`src/rtl/arc4_pkg.sv`:
```
// Shared RC4 types: PRGA state encoding and the printable-byte window
// used by both prga and crack.
package arc4_pkg;

    typedef enum logic [3:0] {
        IDLE,
        RDL,
        LEN,
        RDI,
        RDJ,
        WRI,
        WRJ,
        RDP,
        WRP
    } prga_state_t;

    localparam logic [7:0] PRINT_LO = 8'h20;
    localparam logic [7:0] PRINT_HI = 8'h7E;

endpackage

```
`src/rtl/prga.sv`:
```
// RC4 keystream generator: decrypts a length-prefixed ciphertext against
// a KSA-filled S-memory and flags non-printable plaintext bytes.
module prga
    import arc4_pkg::*;
#(
    parameter bit         ABORT_ON_BAD = 1'b0,
    parameter logic [7:0] CHK_LO       = PRINT_LO,
    parameter logic [7:0] CHK_HI       = PRINT_HI
) (
    input  logic       clk,
    input  logic       rst_n,
    input  logic       en,
    output logic       rdy,
    output logic [7:0] s_addr,
    input  logic [7:0] s_rddata,
    output logic [7:0] s_wrdata,
    output logic       s_wren,
    output logic [7:0] ct_addr,
    input  logic [7:0] ct_rddata,
    output logic [7:0] pt_addr,
    output logic [7:0] pt_wrdata,
    output logic       pt_wren,
    output logic       pt_bad
);

    prga_state_t state, nxt;

    logic [7:0] i, j, k, len;
    logic [7:0] si, sj, ct_byte;
    logic [7:0] pad;
    logic       bad;
    logic       last;

    assign pad  = s_rddata ^ ct_byte;
    assign bad  = (pad < CHK_LO) || (pad > CHK_HI);
    // k is compared before increment so L=255 ends without wrapping
    assign last = (k == len) || (ABORT_ON_BAD && bad);

    always_ff @(posedge clk or negedge rst_n) begin
        if (!rst_n) begin
            state <= IDLE;
        end else begin
            state <= nxt;
        end
    end

    always_comb begin
        nxt = state;
        unique case (state)
            IDLE:    nxt = en ? RDL : IDLE;
            RDL:     nxt = LEN;
            LEN:     nxt = (ct_rddata == 8'd0) ? IDLE : RDI;
            RDI:     nxt = RDJ;
            RDJ:     nxt = WRI;
            WRI:     nxt = WRJ;
            WRJ:     nxt = RDP;
            RDP:     nxt = WRP;
            WRP:     nxt = last ? IDLE : RDI;
            default: nxt = IDLE;
        endcase
    end

    always_ff @(posedge clk or negedge rst_n) begin
        if (!rst_n) begin
            i       <= 8'd0;
            j       <= 8'd0;
            k       <= 8'd0;
            len     <= 8'd0;
            si      <= 8'd0;
            sj      <= 8'd0;
            ct_byte <= 8'd0;
            pt_bad  <= 1'b0;
        end else begin
            unique case (state)
                IDLE: begin
                    if (en) begin
                        i      <= 8'd0;
                        j      <= 8'd0;
                        k      <= 8'd0;
                        pt_bad <= 1'b0;
                    end
                end
                LEN: begin
                    len <= ct_rddata;
                    k   <= 8'd1;
                end
                RDI: i <= i + 8'd1;
                RDJ: begin
                    si <= s_rddata;
                    j  <= j + s_rddata;
                end
                WRI: sj <= s_rddata;
                RDP: ct_byte <= ct_rddata;
                WRP: begin
                    if (bad) pt_bad <= 1'b1;
                    if (!last) k <= k + 8'd1;
                end
                default: ;
            endcase
        end
    end

    always_comb begin
        rdy       = 1'b0;
        s_addr    = 8'd0;
        s_wrdata  = 8'd0;
        s_wren    = 1'b0;
        ct_addr   = 8'd0;
        pt_addr   = 8'd0;
        pt_wrdata = 8'd0;
        pt_wren   = 1'b0;
        unique case (state)
            IDLE: rdy = 1'b1;
            LEN: begin
                pt_wrdata = ct_rddata;
                pt_wren   = 1'b1;
            end
            RDI: s_addr = i + 8'd1;
            RDJ: s_addr = j + s_rddata;
            WRI: begin
                s_addr   = i;
                s_wrdata = s_rddata;
                s_wren   = 1'b1;
            end
            WRJ: begin
                s_addr   = j;
                s_wrdata = si;
                s_wren   = 1'b1;
                ct_addr  = k;
            end
            // latched pre-swap si+sj equals post-swap s[i]+s[j]
            RDP: s_addr = si + sj;
            WRP: begin
                pt_addr   = k;
                pt_wrdata = pad;
                pt_wren   = 1'b1;
            end
            default: ;
        endcase
    end

endmodule
```
`config.mk`:
```
export PLATFORM = sky130hd
export DESIGN_NAME = prga
export DESIGN_NICKNAME = d
export VERILOG_FILES = /design/src/rtl/arc4_pkg.sv /design/src/rtl/prga.sv
export SDC_FILE = /design/constraint.sdc
export NUM_CORES = 1
export LEC_CHECK = 0
export CAP_MARGIN = 20
export CORE_ASPECT_RATIO = 1.4
export CORE_MARGIN = 2
export CORE_UTILIZATION = 45
export CTS_BUF_LIST = sky130_fd_sc_hd__clkbuf_16
export CTS_CLUSTER_SIZE = 30
export DETAILED_ROUTE_END_ITERATION = 8
export MAX_ROUTING_LAYER = met4
export PLACE_DENSITY = 0.78
export SYNTH_ARGS = -nofsm -noshare
export SYNTH_HDL_FRONTEND = slang
export SYNTH_SLANG_ARGS = --single-unit
```
`constraint.sdc`:
```
create_clock -name clk -period 7.1 [get_ports clk]
set_clock_uncertainty 0.15 [all_clocks]
set_input_delay 1.42 -clock clk [delete_from_list [all_inputs] [get_ports clk]]
set_output_delay 1.42 -clock clk [all_outputs]
set_load 0.02 [all_outputs]
```
==> impl_summary.md, run 1 <==
Outcome
The flow ran to the end, and the final reports show no timing, DRC or antenna violations.

Placement
Routability-driven placement finished with a final weighted congestion of 0.8924. The cell count after placement is 617. The number of buffers inserted by port buffering is 62. Summed over all nets, the half-perimeter wirelength after detailed placement is 7.891 mm.

Clocking
TritonCTS built the clock tree. The CTS clock-pin slew for the worst setup and hold paths is 60 ps. In this run the clock root is driven by a clkbuf_16. The maximum level of the CTS H-tree is 3. The number of hold buffers added after CTS was 0. The TritonCTS buffer count is 9. The number of sinks driven by the clock tree is 61. The number of instances resized during post-cts repair is 0. The post-CTS setup repair buffer count is 0. The maximum clock path buffer count is 2. The clock network latency to the later pin of the worst-skew pair is 340 ps.

Run
Max-cap violations in this run came to 0.

Synthesis
For this run, the register share of the synthesized area comes to 0.3935. The synthesized netlist contains 56 unique library cells. Counting every instance in the synthesized netlist gives 467. The synthesized area is 3879 sq um.

Summed over all instances, the cell type with the most area after synthesis is dfrtp_1. In this run, synthesis inferred 0 flip-flops with an integrated enable. The area share of the leading cell type in the synthesized netlist is 0.3935. The commonest register cell after synthesis is dfrtp_1. Among all cell types in the netlist, the one instantiated most often is nand2_1.

The net count after synthesis is 504. Sorting the synthesized cells by area gives the leading types as dfrtp_1, nand2_1, ha_1, o21ai_0, xnor2_1. The synthesized design contains 61 register bits. The Yosys step of the flow raised 0 warnings. Counting instances in the post-synthesis netlist gives the leading cell types as nand2_1, dfrtp_1, o21ai_0, nor2_1, xnor2_1. Averaged over all synthesized cells, the footprint is 8.306 sq um. The share of synthesized flip-flops with an asynchronous set or reset is 1.000.

Global route
For met2 alone, demand over resource in global routing was 0.4419. Entering global routing, the biggest net connects 62 pins. In the global route stage, met3 resource usage came out at 0.05538. Summed over all layers, the global routing overflow is 0. The first global-routing pass estimated 17.51 mm of wire. The global-route met1 utilization is 0.2801. The global routing usage summed across all routing layers is 0.2581. The initial antenna violation count is 0.

The number of global-route vias before repair was 3677. In this run the most used layer during global routing was met2.

Setup path
STA classifies the critical path startpoint as an input port. The data arrival time of the critical path is 4200 ps. STA puts the critical path data required time at 5530 ps.

By startpoint and endpoint, the worst setup path is classified as in -> out. Along the worst path, the maximum fanout reaches 4. The kind of end point of the critical path is an output pin.

Die
The die is 82.47 um wide. The die is 113.9 um tall. During I/O placement, the number of pins put on the boundary was 63. The total number of placement rows is 40. The initial utilization of the core area, before any placement, comes to 0.4586. In this run the standard cell core region covers 8458 sq um. The full die area is 9389 sq um.

Detailed routing
Dividing the detail-routed wire length by the instance count gives 17.28 um. In the routed layout, each cell is associated on average with a via count of 5.796. For this run, the detailed router's first-pass iteration total came to 5. The number of vias in the routed layout is 3669.

Once detail routing completed, the nets flagged for antenna violations numbered 0. The total detailed-routing wirelength is 10.94 mm. For this block, the initial DRC count from the detailed router was 297. After detailed routing, the number of remaining DRC violations is 0.

STA
Based on the critical path, the design can be clocked at up to 0.1732 GHz. The count of final max-slew check failures came to 0. The transition at the pin with the smallest max-transition slack is 1146 ps. Dividing the final minimum period by the clock period gives 0.8130. The time the worst path needs with I/O delays and setup is 5772 ps. Headroom to the max-slew limit came out at 0.2333. The count of endpoints failing setup in the final report is 0. On the final layout, the worst hold slack is 330.4 ps.

The number of hold violations in the final report was 0. The setup TNS after final layout is 0 ps. Setup repair after global routing left no endpoint under its margin.

Pwr
Summed over all nets, the switching power comes to 412.4 uW. The total internal power is 884.0 uW. The portion of total power attributed to combinational logic is 0.327. Of the total power, the share spent switching nets is 0.3181. Of the total power, the clock network draws 0.360. IR analysis of the VDD net gives a maximum drop of 0.2326 mV. The total power divided by cell area is 267.8 nW/um^2. The leakage power total is 2.143 nW. The sequential share of power is 0.313.

Finish
The area growth from synthesis to layout is 24.81%. The number of inserted diodes is 0. Of the cells placed in the final design, the portion with a size suffix greater than 1 is 0.05871. The number of non-filler instances in the completed layout is 633. The final design utilization is 0.5723.

The number of nets in the finished design is 560.

Min path
The type of the tightest min-delay check is reg -> reg.
## critical path, stage by stage
cell and delay, ps:
clkdlybuf4s50_1 570, ha_1 240, inv_1 70, fa_1 410, nor2b_1 170, o31a_1 190, o21a_1 140, nor3_1 50
nor3_1 210, a211o_1 150, clkdlybuf4s50_1 590
## placed cells by master, fill, tap and decap left out, types with 4 or more instances in the layout
master / instances
nand2_1: 142
dfrtp_1: 61
clkdlybuf4s50_1: 61
o21ai_0: 35
nor2_1: 20
xnor2_1: 18
a21oi_1: 16
ha_1: 16
nor3_1: 12
xor2_1: 12
and3_1: 11
clkbuf_16: 9
inv_1: 8
nor2b_1: 7
a22oi_1: 7
a21o_1: 7
and2_1: 7
nand3_1: 6
nor4_1: 5
o221ai_1: 4
## cell families (layout without fill, tap and decap cells)
kind of cell / after synthesis / in the layout / share of synthesized area
and+or+nand+nor: 232 / 232 / 0.2768
AOI/OAI and AO/OA: 98 / 98 / 0.1597
DFF: 61 / 61 / 0.3935
xor gates and xnor gates: 30 / 30 / 0.06774
buffers and inverters: 27 / 88 / 0.03742
adders and majority gates: 18 / 18 / 0.06194
muxes: 1 / 1 / 0.002903
## registers in the layout (all words and copies together), names as in the netlist
| register | count |
|---|---|
| ct_byte | 8 |
| i | 8 |
| pt_bad | 1 |
| k | 8 |
| si | 8 |
| j | 8 |
| sj | 8 |
| len | 8 |
| state | 4 |
## area by class of cell
cell class / instances / area (sq um)
Timing Repair Buffer: 64 / 630.6
Clock buffer: 9 / 225.2
Tap cell: 105 / 131.4
Multi-Input combinational cell: 379 / 2207
Sequential cell: 61 / 1526
Inverter: 8 / 30.03
Clock inverter: 7 / 90.09
Fill cell: 754 / 3617
## metal layers
metal  up-vias  wire length (um)
met4         0               369
met2       127              5800
met1      1769              4191
li1       1740                 -
met5         -                 0
met3        33               575
## final timing paths
| path | endpoint | slack (ps) | start | cells past startpoint |
|---|---|---|---|---|
| min reg2reg | sj[0] | 330 | sj[0] | 2 |
| max in group asynchronous | i[6] | 5180 | rst_n | 2 |
| max reg2reg | j[4] | 4740 | state[3] | 4 |
| max | s_addr[6] | 1330 | s_rddata[0] | 11 |
| min in group asynchronous | len[1] | 1100 | rst_n | 2 |
| min | sj[0] | 330 | sj[0] | 2 |
## metrics by stage
stage	setup slack, ps	power, mW	area (sq um)
after floorplan	2594	0.6701	3879
after global placement	1387	0.8194	4526
after detailed placement	1337	0.8302	4526
after CTS	1322	1.298	4841
after global routing	1169	1.353	4841
final	1328	1.296	4841
## power by group through the flow
stage               clock network [mW]  logic, mW  registers (mW)
global placement                     0      0.410           0.409
CTS                              0.471      0.423           0.405
detailed placement                   0      0.419           0.411
global route                     0.489      0.455           0.409
floorplan                            0      0.266           0.404
finish                           0.467      0.423           0.406
Note: power is estimated with default switching activity, not from simulation.
==> inputs of run 2 (changes only) <==
- clock period: 7.1 -> 5.4 ns (I/O delays scaled with it)
==> run 2 against run 1 <==
Net effect:
- setup slack lost 1000 ps
- largest cell class unchanged
- sequential share of layout area is 0.29 points lower
- clock power is 49% higher
- critical endpoint unchanged
- critical path depth stayed put
- sequential power up 32%
==> impl_summary.md, run 2 (synthesized netlist as in run 1, its figures left out) <==
Placement
Detailed placement ended at an HPWL of 7.837 mm. The pre-CTS setup slack is 325.8 ps. Input and output buffers added on the ports amount to 62. Routability-driven placement finished with a final weighted congestion of 0.9000.

Die
The die boundary height is 113.9 um. The full die area is 9389 sq um. The initial utilization of the core area, before any placement, comes to 0.4586. After floorplanning, the core was sized to cover 8458 sq um.

The total number of placement rows is 40. The horizontal extent of the die is 82.47 um. For this design the top-level I/O count stands at 63.

Global route
The pin count of the biggest net entering global routing is 62. The initial antenna violation count is 0. The number of global-route vias before repair came to 3619. The first global-routing pass estimated 17.22 mm of wire. The global routing usage summed across all routing layers is 0.2528. The total overflow left after global routing is 0.

Clocking
The number of instances resized during post-cts repair is 0. Clock tree synthesis inserted a total of 9 buffers. The post-CTS setup repair buffer count is 0. The clock network latency to the later pin of the worst-skew pair is 340 ps. The maximum clock path buffer count is 2. The root cell of the clock tree is clkbuf_16. The number of sinks driven by the clock tree is 61. The number of hold buffers added after CTS is 0.

The maximum level of the CTS H-tree is 3. The TritonCTS clock tree is built. Clock-pin slew was measured on the worst setup and hold paths at 60 ps.

STA
The count of final max-slew check failures is 0. The number of hold violations in the final report is 0. For the pin with the worst max-slew slack, the measured transition is 1028 ps. The maximum clock frequency is 0.1966 GHz. The count of endpoints failing setup in the final report is 0. Setup repair after global routing left no endpoint under its margin. The worst hold slack after final layout is 327.6 ps. The final worst-path cycle share is 0.9417. The worst pin sits at a relative slew slack of 0.3128. The final worst slack is 314.8 ps. The time the worst path needs with I/O delays and setup is 5085 ps. Setup total negative slack on the finished layout was measured at 0 ps.

Pwr
The total design power is 1.787 mW. The sequential share of power is 0.299. The net switching power figure is 535.0 uW. The total internal power is 1.252 mW. The share of total power dissipated in combinational logic is 0.312. In this run the static leakage power is 2.170 nW.

Of the total power, the share spent switching nets is 0.2993. Dividing total power by cell area gives a power density of 365.8 nW/um^2. The power share of the clock group is 0.389. The highest ir drop seen on vdd is 0.2344 mV.

Min path
The worst hold path belongs to the class reg -> reg.

Detailed routing
The detailed-route DRC error count is 0. For this block, the via count after detailed routing is 3655. The routed design has 10.72 mm of wire. After detailed routing, the average wire length per cell comes to 16.94 um. The violation count after the first detailed-route iteration is 225. The detail route stage leaves a number of antenna-violating nets equal to 0. The post-detailed-route via-to-cell ratio is 5.774. The first detailed-routing pass ran for 4 iterations.

Run
Across the run, the number of max-cap violations was 0.

Finish
Leaving out fill and tap cells, the most frequent cells in the layout are nand2_1, dfrtp_1, clkdlybuf4s50_1. 0 antenna diodes ended up in the layout. Leaving out fill and tap cells, the most frequent cell in the layout is nand2_1.

The number of nets in the finished design is 561. Of the cells placed in the final design, the portion with a size suffix greater than 1 is 0.05682. Compared with the post-synthesis result, the final layout area differs by 25.97%.

Setup path
The worst setup path endpoint is s_addr[6]. The launching element type of the critical path is an input port. In this run the critical register-to-register path is launched from state[3]. The worst reg-to-reg setup slack is 3020 ps. In this run the worst setup path begins at s_rddata[0]. The cell count of the worst reg-to-reg path is 4. In this run the critical register-to-register path is captured at j[4]. The kind of end point of the critical path is an output pin. STA puts the critical path data arrival time at 3860 ps.

The maximum net fanout on the critical path is 4. The endpoint required time on the critical path is 4170 ps. The setup path with the least slack is of type in -> out.

Outcome
The run finished with clean final reports.
[run 2: how the worst min path moves through the flow]
stage,cells past startpoint,end,start
floorplan,2,sj[0],sj[0]
global placement,2,sj[4],sj[4]
detailed placement,2,sj[4],sj[4]
CTS,2,sj[4],sj[4]
global route,1,pt_bad,pt_bad
finish,2,sj[4],sj[4]
[run 2: final cells by class]
| type | instances | area (sq um) |
|---|---|---|
| clock buffer | 9 | 225.2 |
| clock inverter | 6 | 127.6 |
| fill | 741 | 3572 |
| inverter | 8 | 30.03 |
| multi-input combinational | 379 | 2207 |
| sequential | 61 | 1526 |
| tap | 105 | 131.4 |
| timing repair buffer | 65 | 638.1 |
[run 2: critical path, stage by stage]
cell	delay [ps]
clkdlybuf4s50_1	570
ha_1	230
inv_1	60
fa_1	400
nor2b_1	180
o31a_1	190
o21a_1	140
o21a_1	110
nor3_1	50
a211o_1	300
clkdlybuf4s50_1	540
[run 2: power by group through the flow]
stage          clock network, mW  logic, mW  registers (mW)
6_report                   0.695      0.558           0.534
5_1_grt                    0.723      0.606           0.538
4_1_cts                    0.701      0.559           0.532
3_5_place_dp                   0      0.552           0.540
3_3_place_gp                   0      0.539           0.538
2_1_floorplan                  0      0.349           0.532
[run 2: routing by layer]
layer / GRT usage / up-vias / share of wire
li1: - / 1741 / -
met1: 0.2811 / 1745 / 0.37
met2: 0.4167 / 133 / 0.52
met3: 0.04430 / 36 / 0.062
met4: 0.1456 / 0 / 0.045
met5: - / - / 0
[run 2: stage by stage]
stage                       util  cell area, sq um  std cells
final                     0.5777              4886        633
after global routing      0.5777              4886        633
after CTS                 0.5777              4886        633
after detailed placement  0.5359              4533        618
after global placement    0.5359              4533        618
after floorplan                -              3879        467
==> inputs of run 3 (changes only) <==
==> constraint.sdc (replaced) <==
create_clock -name clk -period 5.4 [get_ports clk]
set_clock_uncertainty 0.15 [all_clocks]
set_input_delay 0.54 -clock clk [delete_from_list [all_inputs] [get_ports clk]]
set_output_delay 0.54 -clock clk [all_outputs]
set_load 0.02 [all_outputs]
==> run 3 against run 2 <==
Net effect:
- clock power fell by 17%
- sequential cell count did not move
- first-iteration DRC count rose by 25%
- hold slack got worse by 100 ps
- total power fell by 6.6%
- global-route usage rose by 0.91 points
- core utilization fell by 0.52 points
- combinational power fell by 0.7%
- maximum frequency rose by 28%
- via count fell by 0.14%
- non-clock buffer count rose by 1
- setup slack improved by 1100 ps
- critical endpoint unchanged
==> impl_summary.md, run 3 (synthesized netlist as in run 1, its figures left out) <==
Outcome
The flow ran to the end, and the final reports show no timing, DRC or antenna violations.

Clocking
After clock tree synthesis, the setup repair step added 0 buffers. The number of hold buffers added after CTS is 0. Clock latency on the worst-skew pair, taken at its later pin, is 340 ps. The number of gates resized after CTS was 0. The H-tree was split into 3 levels.

The CTS clock-pin slew for the worst setup and hold paths is 50 ps. The TritonCTS clock tree is built. Clock tree synthesis inserted a total of 9 buffers. The number of sinks driven by the clock tree is 61.

The maximum clock path buffer count is 2. The root buffer cell chosen for the clock tree is clkbuf_16.

Global route
The number of global-route vias before repair came to 3661. Summed over all layers, the global routing overflow is 0. Entering global routing, the biggest net connects 62 pins. The global-route wire length before repair is 17.75 mm. The initial antenna violation count is 0. Across every metal layer, demand over resource in global routing totals 0.2619.

Finish
In the layout the commonest cells are nand2_1, dfrtp_1, clkdlybuf4s50_1. From synthesis to final layout, the design area changed by 24.84%. The number of nets in the finished design is 562. Leaving out fill and tap cells, the most frequent cell in the layout is nand2_1. The finished layout holds 635 standard cells, fillers aside.

Of the cells placed in the final design, the portion with a size suffix greater than 1 is 0.06415. The number of inserted diodes is 0.

Die
From bottom edge to top edge, the die measures 113.9 um. The total number of placement rows is 40. The core region is 8458 sq um. The count of boundary I/O pins is 63. The full die area is 9389 sq um. The initial cell density of the core is 0.4586. Measured along the x axis, the die boundary spans 82.47 um.

Detailed routing
In the routed design, unresolved DRC markers number 0. The number of vias in the routed layout is 3650. After detailed routing, the number of vias per cell comes to 5.748. The violation count after the first detailed-route iteration is 281. The antenna violation net count after detailed routing is 0. The final layout contains routed wiring with a total length of 10.94 mm. In the final routed layout, each cell accounts on average for 17.22 um. Before antenna repair, the detailed router went through 7 iterations.

Setup path
The largest single stage delay on the critical path is 550 ps. The worst reg-to-reg setup slack is 3030 ps. STA puts the critical path data required time at 4710 ps. The critical path is of the in -> out type.

The launching element type of the critical path is an input port. STA puts the critical path data arrival time at 3280 ps. The kind of end point of the critical path is an output pin. Traced cell by cell, the critical path runs through clkdlybuf4s50_1 > ha_1 > inv_1 > fa_1 > nor2b_1 > o31a_1 > o21a_1 > o21a_1 > nor3_1 > a211o_1 > clkdlybuf4s50_1. The maximum net fanout on the critical path is 4.

Among all stages on the critical path, the largest delay is contributed by clkdlybuf4s50_1.

STA
The transition at the pin with the smallest max-transition slack is 960.5 ps. The final worst-path cycle share is 0.7360. The normalized max-slew margin is 0.3597. The number of hold violations in the final report is 0.

The smallest clock period supported by the final layout is computed as 3974 ps. Setup repair after global routing left no endpoint under its margin. For this run, the top clock speed supported by timing is 0.2516 GHz.

The count of final max-slew check failures is 0. For the final routed database, the setup TNS stands at 0 ps. The final worst slack is 1426 ps. Setup violations remaining at the end of the flow were counted as 0.

Placement
Summed over all nets, the half-perimeter wirelength after detailed placement is 7.947 mm. OpenSTA, run right after detailed placement, puts the worst setup slack at 1418 ps. The number of buffers inserted by port buffering is 62. The congestion estimate from routability-driven global placement came to 0.8918. Once placement completed, the tool counted placed cells totaling 617.

Pwr
For this design the static power due to leakage is 2.143 nW. The highest ir drop seen on vdd is 0.3046 mV. Dividing total power by cell area gives a power density of 344.6 nW/um^2.

Run
The tool flagged a number of max-cap violations equal to 0.

Min path
The min-delay analysis places its worst path in the category in -> async.
## run 3: cell type report
cell class	instances	area, sq um
timing repair buffer	66	645.6
multi-input combinational	379	2207
clock inverter	7	76.32
tap	105	131.4
inverter	8	30.03
fill	754	3616
clock buffer	9	225.2
sequential	61	1526
## run 3: worst paths after layout
path,from,end,cells after the start
worst max register to register,state[3],j[7],5
max in group asynchronous,rst_n,j[5],2
worst max-delay path,s_rddata[0],s_addr[6],11
min in group clk,sj[6],sj[6],2
worst min register to register,sj[6],sj[6],2
worst min-delay path,rst_n,len[1],2
## run 3: metrics by stage
step	util	hold slack [ps]	cell area, sq um	power (mW)
after global routing	0.5725	298.6	4842	1.748
final	0.5725	223.3	4842	1.669
after floorplan	-	94.41	3879	0.8810
after detailed placement	0.5351	323.2	4526	1.092
after global placement	0.5351	314.1	4526	1.077
after CTS	0.5707	250.8	4827	1.675
## run 3: per-layer routing
| layer | GRT usage | vias up | wire (um) |
|---|---|---|---|
| met5 | - | - | 0 |
| met4 | 0.1367 | 0 | 295 |
| met3 | 0.05459 | 21 | 637 |
| met2 | 0.4387 | 136 | 5850 |
| met1 | 0.2853 | 1753 | 4153 |
| li1 | - | 1740 | - |
## run 3: worst max-delay path, delay by kind of cell
kind | cells | cell delay [ps]
AO/OA/AOI/OAI | 4 | 730
adder cells (fa/ha/maj) | 2 | 630
buffers and inverters | 3 | 1150
AND/OR/NAND/NOR | 2 | 220
## run 3: power breakdown
| group | switching [mW] | total (mW) | internal [mW] |
|---|---|---|---|
| Combinational | 0.292 | 0.554 | 0.262 |
| Clock | 0.223 | 0.580 | 0.358 |
| Sequential | 0.0348 | 0.534 | 0.499 |
